File: src/rtl/switch_debounce_if.sv
// Signal bundle between the raw switch/button pads and the debouncer bank.
// The master drives the raw pads and the interrupt clears; the slave returns clean levels and events.
interface switch_debounce_if #(
  parameter int NUM_CH = 4
);
  logic [NUM_CH-1:0] button;
  logic [NUM_CH-1:0] irq_clear;
  logic [NUM_CH-1:0] result;
  logic [NUM_CH-1:0] rise_pulse;
  logic [NUM_CH-1:0] fall_pulse;
  logic [NUM_CH-1:0] change_pending;
  logic              change_irq;

  modport master (
    output button, irq_clear,
    input  result, rise_pulse, fall_pulse, change_pending, change_irq
  );

  modport slave (
    input  button, irq_clear,
    output result, rise_pulse, fall_pulse, change_pending, change_irq
  );
endinterface

File: src/rtl/switch_debounce_bank.sv
// Multi-channel switch debouncer: 2-FF synchroniser, per-channel stability counter,
// edge pulses and a sticky change-pending interrupt for software polling.
module switch_debounce_bank #(
  parameter int                NUM_CH      = 4,
  parameter int                CLK_HZ      = 50000000,
  parameter int                DEBOUNCE_US = 10000,
  parameter logic [NUM_CH-1:0] RESET_VAL   = '0
) (
  input  logic              clk,
  input  logic              reset_n,
  switch_debounce_if.slave  sw
);

  localparam int STABLE_CYCLES = CLK_HZ / 1000000 * DEBOUNCE_US;
  localparam int CNT_W         = $clog2(STABLE_CYCLES + 1);
  localparam logic [CNT_W-1:0] CNT_MAX = CNT_W'(STABLE_CYCLES);

  if (STABLE_CYCLES < 1) begin : g_bad_param
    $error("switch_debounce_bank: STABLE_CYCLES must be >= 1");
  end

  logic [NUM_CH-1:0] result_vec;
  logic [NUM_CH-1:0] rise_vec;
  logic [NUM_CH-1:0] fall_vec;
  logic [NUM_CH-1:0] pend_vec;

  for (genvar i = 0; i < NUM_CH; i++) begin : g_ch
    logic             sync1;
    logic             sync2;
    logic             res;
    logic             rise;
    logic             fall;
    logic             pend;
    logic [CNT_W-1:0] cnt;
    logic             commit;

    // The counter must reach STABLE_CYCLES before committing, which gives the
    // 2+STABLE_CYCLES edge latency from the first sync1 sample to result.
    assign commit = (sync2 != res) && (cnt == CNT_MAX);

    always_ff @(posedge clk or negedge reset_n) begin
      if (!reset_n) begin
        sync1 <= RESET_VAL[i];
        sync2 <= RESET_VAL[i];
        res   <= RESET_VAL[i];
        cnt   <= '0;
        rise  <= 1'b0;
        fall  <= 1'b0;
        pend  <= 1'b0;
      end else begin
        // NOTE: non-blocking assignments let sync2 see last cycle's sync1, forming a real 2-FF chain.
        sync1 <= sw.button[i];
        sync2 <= sync1;
        rise  <= 1'b0;
        fall  <= 1'b0;

        if (sync2 == res) begin
          cnt <= '0;
        end else if (!commit) begin
          cnt <= cnt + 1'b1;
        end else begin
          res  <= sync2;
          cnt  <= '0;
          rise <= sync2;
          fall <= ~sync2;
        end

        // A commit on the same edge as a clear wins, so no event is lost.
        if (commit) begin
          pend <= 1'b1;
        end else if (sw.irq_clear[i]) begin
          pend <= 1'b0;
        end
      end
    end

    assign result_vec[i] = res;
    assign rise_vec[i]   = rise;
    assign fall_vec[i]   = fall;
    assign pend_vec[i]   = pend;
  end

  assign sw.result         = result_vec;
  assign sw.rise_pulse     = rise_vec;
  assign sw.fall_pulse     = fall_vec;
  assign sw.change_pending = pend_vec;
  assign sw.change_irq     = |pend_vec;

endmodule
File: src/flat_wrapper.sv
// flat-port wrapper written by rule: the top's interface ports become plain ports
module switch_debounce_bank_flat 
#(
  parameter int                NUM_CH      = 4,
  parameter int                CLK_HZ      = 50000000,
  parameter int                DEBOUNCE_US = 10000,
  parameter logic [NUM_CH-1:0] RESET_VAL   = '0
)
  (clk, reset_n, sw_button, sw_irq_clear, sw_result, sw_rise_pulse, sw_fall_pulse, sw_change_pending, sw_change_irq);
  switch_debounce_if #(.NUM_CH(NUM_CH)) sw_i ();
  input  logic clk;
  input  logic reset_n;
  input wire logic [$bits(sw_i.button)-1:0] sw_button;
  input wire logic [$bits(sw_i.irq_clear)-1:0] sw_irq_clear;
  output wire logic [$bits(sw_i.result)-1:0] sw_result;
  output wire logic [$bits(sw_i.rise_pulse)-1:0] sw_rise_pulse;
  output wire logic [$bits(sw_i.fall_pulse)-1:0] sw_fall_pulse;
  output wire logic [$bits(sw_i.change_pending)-1:0] sw_change_pending;
  output wire logic [$bits(sw_i.change_irq)-1:0] sw_change_irq;
  assign sw_i.button = sw_button;
  assign sw_i.irq_clear = sw_irq_clear;
  assign sw_result = sw_i.result;
  assign sw_rise_pulse = sw_i.rise_pulse;
  assign sw_fall_pulse = sw_i.fall_pulse;
  assign sw_change_pending = sw_i.change_pending;
  assign sw_change_irq = sw_i.change_irq;
  switch_debounce_bank #(.NUM_CH(NUM_CH), .CLK_HZ(CLK_HZ), .DEBOUNCE_US(DEBOUNCE_US), .RESET_VAL(RESET_VAL)) u_core (.clk(clk), .reset_n(reset_n), .sw(sw_i));
endmodule
File: config.mk
export PLATFORM = sky130hd
export DESIGN_NAME = switch_debounce_bank_flat
export DESIGN_NICKNAME = d
export VERILOG_FILES = /design/src/rtl/switch_debounce_if.sv /design/src/rtl/switch_debounce_bank.sv /design/src/flat_wrapper.sv
export SDC_FILE = /design/constraint.sdc
export NUM_CORES = 1
export LEC_CHECK = 0
export CAP_MARGIN = 10
export CORE_AREA = 3 3 109 111
export CTS_CLUSTER_DIAMETER = 30
export CTS_CLUSTER_SIZE = 8
export DETAILED_ROUTE_END_ITERATION = 6
export DIE_AREA = 0 0 112 114
export PLACE_DENSITY = 0.63
export SYNTH_ARGS = -nofsm -noshare
export SYNTH_HDL_FRONTEND = slang
export SYNTH_SLANG_ARGS = --single-unit
File: constraint.sdc
create_clock -name clk -period 2.4 [get_ports clk]
set_input_delay 0.48 -clock clk [delete_from_list [all_inputs] [get_ports clk]]
set_output_delay 0.48 -clock clk [all_outputs]
set_load 0.05 [all_outputs]
* Word-level counts from Yosys, hierarchy flattened
Index checks and enable logic that the tools add are counted.
** Word-level totals
- Flip-flop bits (word level) :: 100
- Word-level logic and storage cells :: 97
- Bits of input ports :: 10
** Operators by class
- $add $sub $neg :: 4
- Multiplexer cells :: 32
- Equal/unequal tests :: 12
- Bitwise gates (word level) :: 8
- Reduce and logical (&&, ||, !) cells :: 13
** Operators by type and width (number)
- 19-bit two-way mux :: 8
- 19-bit by 1-bit adder with 19-bit output, second input constant :: 4
- 19-bit == test, second input constant :: 4
- 1-bit two-way mux :: 24
- 1-bit NOT :: 8
- 2-bit AND reduction :: 4
- 2-bit nonzero test :: 4
- 1-bit == test :: 4
- 1-bit logical AND :: 4
- 1-bit != test :: 4
- 4-bit OR reduction :: 1

* Depth between registers and ports, before layout
Gate-level depths: netlist (run 1).
- Word-level depth :: 4
- Depth in mapped cells :: 8
- Mapped depth without buffers :: 6

* Least setup slack after synthesis (run 1)
Ideal clock, no wire load.
- Kind :: flip-flop to flip-flop
- From :: register u_core.g_ch[3].cnt[10]
- To :: register u_core.g_ch[3].res
- Setup slack :: 482 ps
- Setup time :: 125 ps
- Stages on the path, launching flop included :: 4
- Period minus slack after synthesis :: 1918 ps
- Data arrival time :: 1793 ps
- Path through :: dfrtp_1 or4b_4 or4_4 mux2_4
** On the way
- Cells in the longest elaborated chain, start to end :: 3
** Ends and longest elaborated chain
- from (decl) :: RTL line switch_debounce_bank.sv:34 : logic [CNT_W-1:0] cnt;
- from (signal assigned) :: RTL line switch_debounce_bank.sv:60 : cnt <= cnt + 1'b1;
- 19-bit == test :: RTL line switch_debounce_bank.sv:39 : assign commit = (sync2 != res) && (cnt == CNT_MAX);
- 1-bit logical AND :: RTL line switch_debounce_bank.sv:39
- 2-bit AND reduction (no line)
- to (signal assigned) :: RTL line switch_debounce_bank.sv:45 : res <= RESET_VAL[i];
- to (signal assigned) :: RTL line switch_debounce_bank.sv:62 : res <= sync2;
- to (decl) :: RTL line switch_debounce_bank.sv:30 : logic res;
No other way between the ends.
A chain may end at the register's enable or synchronous reset.

* Worst setup path after layout (run 1)
- From :: register u_core.g_ch[2].pend
- To :: output port sw_change_irq
** On the way
- Cells in the longest elaborated chain, start to end :: 1
** Ends and longest elaborated chain
- from (decl) :: RTL line switch_debounce_bank.sv:33 : logic pend;
- from (signal assigned) :: RTL line switch_debounce_bank.sv:49 : pend <= 1'b0;
- from (signal assigned) :: RTL line switch_debounce_bank.sv:70 : pend <= 1'b1;
- from (signal assigned) :: RTL line switch_debounce_bank.sv:72 : pend <= 1'b0;
- 4-bit OR reduction :: RTL line switch_debounce_bank.sv:87 : assign sw.change_irq = |pend_vec;
- to (decl) :: RTL line flat_wrapper.sv:19 : output wire logic [$bits(sw_i.change_irq)-1:0] sw_change_irq;
No other way between the ends.

==> run metrics, run 1 <==
status=complete, no violations; Starting Density=around 45%; CP Data Required Time=between 1.5 and 2 ns; worst skew pair latency=0.37 ns; DP Area=~5200 um2; Max Buffers Root-to-Sink=2; CTS sink cnt=100; Max Fclk=roughly 0.45 GHz; top-count cell post-synth=dfrtp_1; Net count, final=roughly 510; proportion of layout cells with a drive suffix above 1=under 10%; Core Area=around 11,000 um2; Clock Power Share=39.8%; fillers=1,010; Synth Cell Area=around 4900 um2; GR Util met2=approximately 25%; post-synthesis async set-or-reset flop share=100.0%; Worst-Margin Slew=roughly 0.60 ns; post-layout instance area=roughly 5400 um2; Net Switching=between 0.0007 and 0.0008 W; GRT overflow=0; first-pass GRT wire length=15,950 um; H-tree depth=3; Detail Route Antenna Nets=0; # Post-CTS Setup Buffers=0; Final Core Density=roughly half; Clk pin slew, worst setup/hold paths=about 0.11 ns; Ys Warns=0; synth top area cells=dfrtp_1, xnor2_1, nor2_1, xor2_1, nand3_1; maxcap violations=0; antenna violations before repair=0; final wirelength=around 9000 um; Slew Limit Fails=0; DRT Pass-1 Iters=5; post-cts hold buffer count=0; final worst path period need=2.202 ns; Slew HR=around three fifths; CP arrival=~1.7 ns; post-DP HPWL=around 6300 um; post-synth top area share=~50%; Unique masters post-synth=47; synthesis-to-layout area growth=11.46%; Hold Vio Cnt, Final=0; Comb power frac=4.1%; met3 usage=between 3 and 4%; global routing's busiest layer=met2; Ant. Diodes=0; type of element capturing the critical path=primary output; chip height=approximately 110 um; Vias=3,369; IO buf count=26; number of synthesized flops with an enable pin=0; largest net degree at the start of global routing=45; Post-Synthesis Cells=between 400 and 500; CTS buffer count=9; critical-path maximum fanout=3; setup_tns=0 ns; grt met1 use=a little over 20%; Fin Clk Skew=0.01410 ns; setup violation total in the final timing report=0; leakage=2.162 nW; Synth area leader=dfrtp_1; post-CTS resize count=1; Sw Ratio=between 20% and 30%; Root Driver=clkbuf_8; Synth top cells by count=dfrtp_1, nor2_1, xnor2_1, nand3_1, inv_1; GP Congestion=roughly 0.80; Iter 0 DRT Violations=111; RSZ-0062 raised after global routing=false; Reg area=2502 um2; Critical Path Start Type=flop; DR vias/cell=5.297; sequential power share=~56%; PD cells=around 570 nW/um2; WS Path Type=reg -> out; Seq cells post-synth=100; net count after synthesis=489; FP Rows=38; Remaining DRCs=0; area taken by multi-input logic gates=~2100 um2; vias in the first global route=around 3,400; GRT Resource Usage Total=~15%; Primary FF master, synth=dfrtp_1; Seq/Total Area, Yosys=around half; io pins=27; mean post-synth cell area=a little over 10 um2; worst vdd ir=roughly 340 uV; die area=12,770 um2; P_int=between 0.002 and 0.0025 W; CTS tree=yes; Hold Path Class=in -> async; Routed WL per cell=14.15 um; die width=approximately 110 um; crit share post-route=91.74%
worst max-delay path, stage by stage (launching register included):
cell	delay (ns)
dfrtp_1	0.41
or4_1	0.51
dlygate4sd2_1	0.43
routing by layer:
layer | vias up | routed length [um]
met5 | - | 0
met4 | 0 | 108
met3 | 12 | 289
met2 | 38 | 4192
met1 | 1660 | 4407
li1 | 1659 | -
stage by stage:
stage | hold slack, ns | cells | power [W] | setup WS (ns)
6_report | 0.03543 | 636 | 0.003095 | 0.1982
5_1_grt | 0.04945 | 636 | 0.003228 | 0.1095
4_1_cts | 0.03493 | 636 | 0.003140 | 0.1708
3_5_place_dp | 0.3379 | 620 | 0.001898 | 0.3154
3_3_place_gp | 0.3365 | 620 | 0.001896 | 0.3277
2_1_floorplan | 0.1844 | 471 | 0.001822 | 0.4819
area by class of cell:
class	count	area share, %
Timing Repair Buffer	32	5.773
Clock inverter	7	1.978
Inverter	22	1.518
Sequential cell	100	46.00
Clock buffer	9	2.277
Tap cell	140	3.220
Multi-Input combinational cell	326	39.24
power groups by stage:
stage	sequential (W)	clock [W]	combinational [W]
after floorplan	0.00176	0	0.0000641
after global placement	0.00177	0	0.000130
after detailed placement	0.00177	0	0.000131
after CTS	0.00173	0.00127	0.000133
after global routing	0.00174	0.00134	0.000148
final	0.00173	0.00123	0.000128
layout by cell type, fill, tap and decap left out, types with 14 or more instances in the layout:
cell type and count:
nand2_1 14, nor4_1 17, inv_1 22, dfrtp_1 100, nand3_1 29, clkdlybuf4s50_1 24
nand4_1 20, xor2_1 17, nor2_1 78, xnor2_1 45
flip-flops by register name, summed over array words and instances (netlist names):
register	count
u_core.g_ch.pend	4
u_core.g_ch.res	4
u_core.g_ch.rise	4
u_core.g_ch.cnt	76
u_core.g_ch.fall	4
u_core.g_ch.sync1	4
u_core.g_ch.sync2	4
cell families (layout without fill, tap and decap cells):
family	after synthesis	after routing	share of synthesized area, %
buffers and inverters	45	70	4.999
flip-flops	100	100	51.27
AO/OA/AOI/OAI	27	27	3.794
multiplexers	7	7	1.615
AND/OR/NAND/NOR	222	222	25.15
adder cells (fa/ha/maj)	8	8	2.051
XOR/XNOR	62	62	11.13
path summary, 6_finish.rpt:
kind	slack, ns	start	cells after the start	end
worst max-delay path	0.20	u_core.g_ch[2].pend$_DFFE_PN0P_	2	sw_change_irq
worst min-delay path	0.04	reset_n	1	u_core.g_ch[2].cnt[5]$_DFF_PN0_
worst max register to register	0.35	u_core.g_ch[3].cnt[10]$_DFF_PN0_	4	u_core.g_ch[3].cnt[2]$_DFF_PN0_
worst min register to register	0.35	u_core.g_ch[3].sync1$_DFF_PN0_	0	u_core.g_ch[3].sync2$_DFF_PN0_
max in group asynchronous	1.67	reset_n	2	u_core.g_ch[1].cnt[3]$_DFF_PN0_
min in group clk	0.35	u_core.g_ch[3].sync1$_DFF_PN0_	0	u_core.g_ch[3].sync2$_DFF_PN0_
(Power assumes the default switching activity.)
==> inputs of run 2 (changes only) <==
RECOVER_POWER = 100   (was default)
SLEW_MARGIN = 40   (was default)
==> run metrics, run 2 (synthesis gave the netlist of run 1 again) <==
CTS tree=yes; Sw Ratio=23.62% (-0.048 points); GRT Resource Usage Total=15.03% (unchanged); proportion of layout cells with a drive suffix above 1=6.855% (-2.4 points); Remaining DRCs=0 (unchanged); critical-path maximum fanout=3 (unchanged); antenna violations before repair=0 (unchanged); type of element capturing the critical path=primary output; reg2reg path depth=3 (-1); Detail Route Antenna Nets=0 (unchanged); Clock Power Share=39.8% (about the same); Max Buffers Root-to-Sink=2 (unchanged); Worst-Margin Slew=1.726 ns (+1.125 ns); GRT overflow=0 (unchanged); P_int=0.002359 W (-0.15%); status=finished, violations left; R2R setup slack=0.30 ns (-0.05 ns); post-DP HPWL=6280 um (unchanged); io pins=27 (unchanged); Slew Limit Fails=31 (+31); final wirelength=8973 um (-0.27%); worst skew pair latency=0.37 ns (about the same); Hold Path Class=reg -> reg; maxcap violations=1 (+1); H-tree depth=3 (unchanged); die area=12,770 um2 (unchanged); Iter 0 DRT Violations=101 (-9.0%); Core Area=10,890 um2 (unchanged); R2R Path End=u_core.g_ch[3].res$_DFFE_PN0P_; Net Switching=0.0007293 W (-0.42%); Slew HR=-15.03% (-75 points); most frequent cells in the layout=dfrtp_1, nor2_1, xnor2_1; final worst path period need=2.195 ns (-0.007030 ns); GP Congestion=0.7983 (unchanged); failing checks=max-capacitance violations, max-slew violations; PD cells=572.5 nW/um2 (+0.64%); chip height=114 um (unchanged); Routed WL per cell=14.11 um (-0.27%); Net count, final=509 (unchanged); max FFs per register=76 (unchanged); Comb power frac=4.0% (about the same); RR Startpoint=u_core.g_ch[3].cnt[10]$_DFF_PN0_; Reg with most FFs=u_core.g_ch.cnt; CP Data Required Time=1.92 ns (about the same); final worst slack=0.2052 ns (+0.007030 ns); vias in the first global route=3,371 (unchanged); FP Rows=38 (unchanged); IO buf count=26 (unchanged); die width=112 um (unchanged); Critical Path Start Type=flop; WS Path Type=reg -> out; first-pass GRT wire length=15,950 um (unchanged); Place WS=0.3154 ns (unchanged); RSZ-0062 raised after global routing=false; Fin Clk Skew=0.01399 ns (-0.0001071 ns); CTS sink cnt=100 (unchanged); Ant. Diodes=0 (unchanged); leakage=2.200 nW (+1.7%); Root Driver=clkbuf_8; worst hold endpoint=u_core.g_ch[3].sync2$_DFF_PN0_; Max Fclk=0.4556 GHz (+0.32%); Vias=3,389 (+0.59%); hold path startpoint=u_core.g_ch[3].sync1$_DFF_PN0_; crit share post-route=91.45% (-0.29 points); CTS buffer count=9 (unchanged); Clk pin slew, worst setup/hold paths=0.11 ns (about the same); setup violation total in the final timing report=0 (unchanged); DRT Pass-1 Iters=5 (unchanged); Starting Density=44.83% (unchanged); post-cts hold buffer count=0 (unchanged); largest net degree at the start of global routing=45 (unchanged); hold path cells=0; synthesis-to-layout area growth=10.51%; worst vdd ir=342.4 uV (-0.41%); setup_tns=0 ns (unchanged); commonest non-fill, non-tap cell in the layout=dfrtp_1; DR vias/cell=5.329 (+0.59%); Hold Vio Cnt, Final=0 (unchanged); sequential power share=56.2% (about the same); CP arrival=1.71 ns (about the same)
==> run 2: cell types whose count changed in the layout (fill, tap and decap cells not counted), sizes merged <==
cell	delta
clkbuf	+3
buf	-3
clkdlybuf4s50	-20
dlygate4sd3	+20
==> run 2: worst max-delay path, stage by stage, from the launching register on <==
cell,delay [ns]
dfrtp_1,0.40
or4_1,0.51
dlygate4sd2_1,0.43
==> run 2: worst max-delay path by stage <==
stage,startpoint,endpoint
floorplan,u_core.g_ch[3].cnt[10]$_DFF_PN0_,u_core.g_ch[3].res$_DFFE_PN0P_
global route,u_core.g_ch[0].cnt[10]$_DFF_PN0_,u_core.g_ch[0].cnt[9]$_DFF_PN0_
global placement,u_core.g_ch[2].pend$_DFFE_PN0P_,sw_change_irq
detailed placement,u_core.g_ch[2].pend$_DFFE_PN0P_,sw_change_irq
finish,u_core.g_ch[2].pend$_DFFE_PN0P_,sw_change_irq
CTS,u_core.g_ch[2].pend$_DFFE_PN0P_,sw_change_irq
==> run 2: area by class of cell <==
| class | instances | area [um2] |
|---|---|---|
| well taps | 140 | 175.2 |
| clock inverters | 7 | 107.6 |
| inverters | 22 | 82.58 |
| multi-input cells | 326 | 2100 |
| clock buffers | 9 | 123.9 |
| flip-flops and latches | 100 | 2502 |
| repair buffers | 32 | 302.8 |
| fillers | 1017 | 5494 |
==> run 2: per-layer routing <==
metal	global-route usage, %	vias up	share of wire (%)
met5	0	-	0
met4	4.087	0	1.1
met3	3.607	9	3.7
met2	24.54	55	46
met1	20.25	1665	49
li1	-	1660	-
==> run 2: power groups by stage <==
| stage | logic (W) | registers, W | clock network [W] |
|---|---|---|---|
| after global placement | 0.000130 | 0.00177 | 0 |
| after floorplan | 0.0000641 | 0.00176 | 0 |
| final | 0.000124 | 0.00173 | 0.00123 |
| after detailed placement | 0.000131 | 0.00177 | 0 |
| after global routing | 0.000145 | 0.00174 | 0.00134 |
| after CTS | 0.000133 | 0.00173 | 0.00127 |
==> run 2: what timing repair did <==
item                                    in CTS  in global routing
resized for setup                            1                  0
endpoints found under the hold margin        0                  0
setup buffers                                0                  0
endpoints found under the setup margin       1                  0
==> run 2: per-stage QoR <==
step | area [um2] | std cells | power (W) | util, % | hold WS (ns)
4_1_cts | 5440 | 636 | 0.003140 | 49.97 | 0.03493
3_5_place_dp | 5210 | 620 | 0.001898 | 47.85 | 0.3379
2_1_floorplan | 4881 | 471 | 0.001822 | - | 0.1844
3_3_place_gp | 5210 | 620 | 0.001896 | 47.85 | 0.3365
6_report | 5394 | 636 | 0.003088 | 49.54 | 0.3525
5_1_grt | 5394 | 636 | 0.003224 | 49.54 | 0.3770
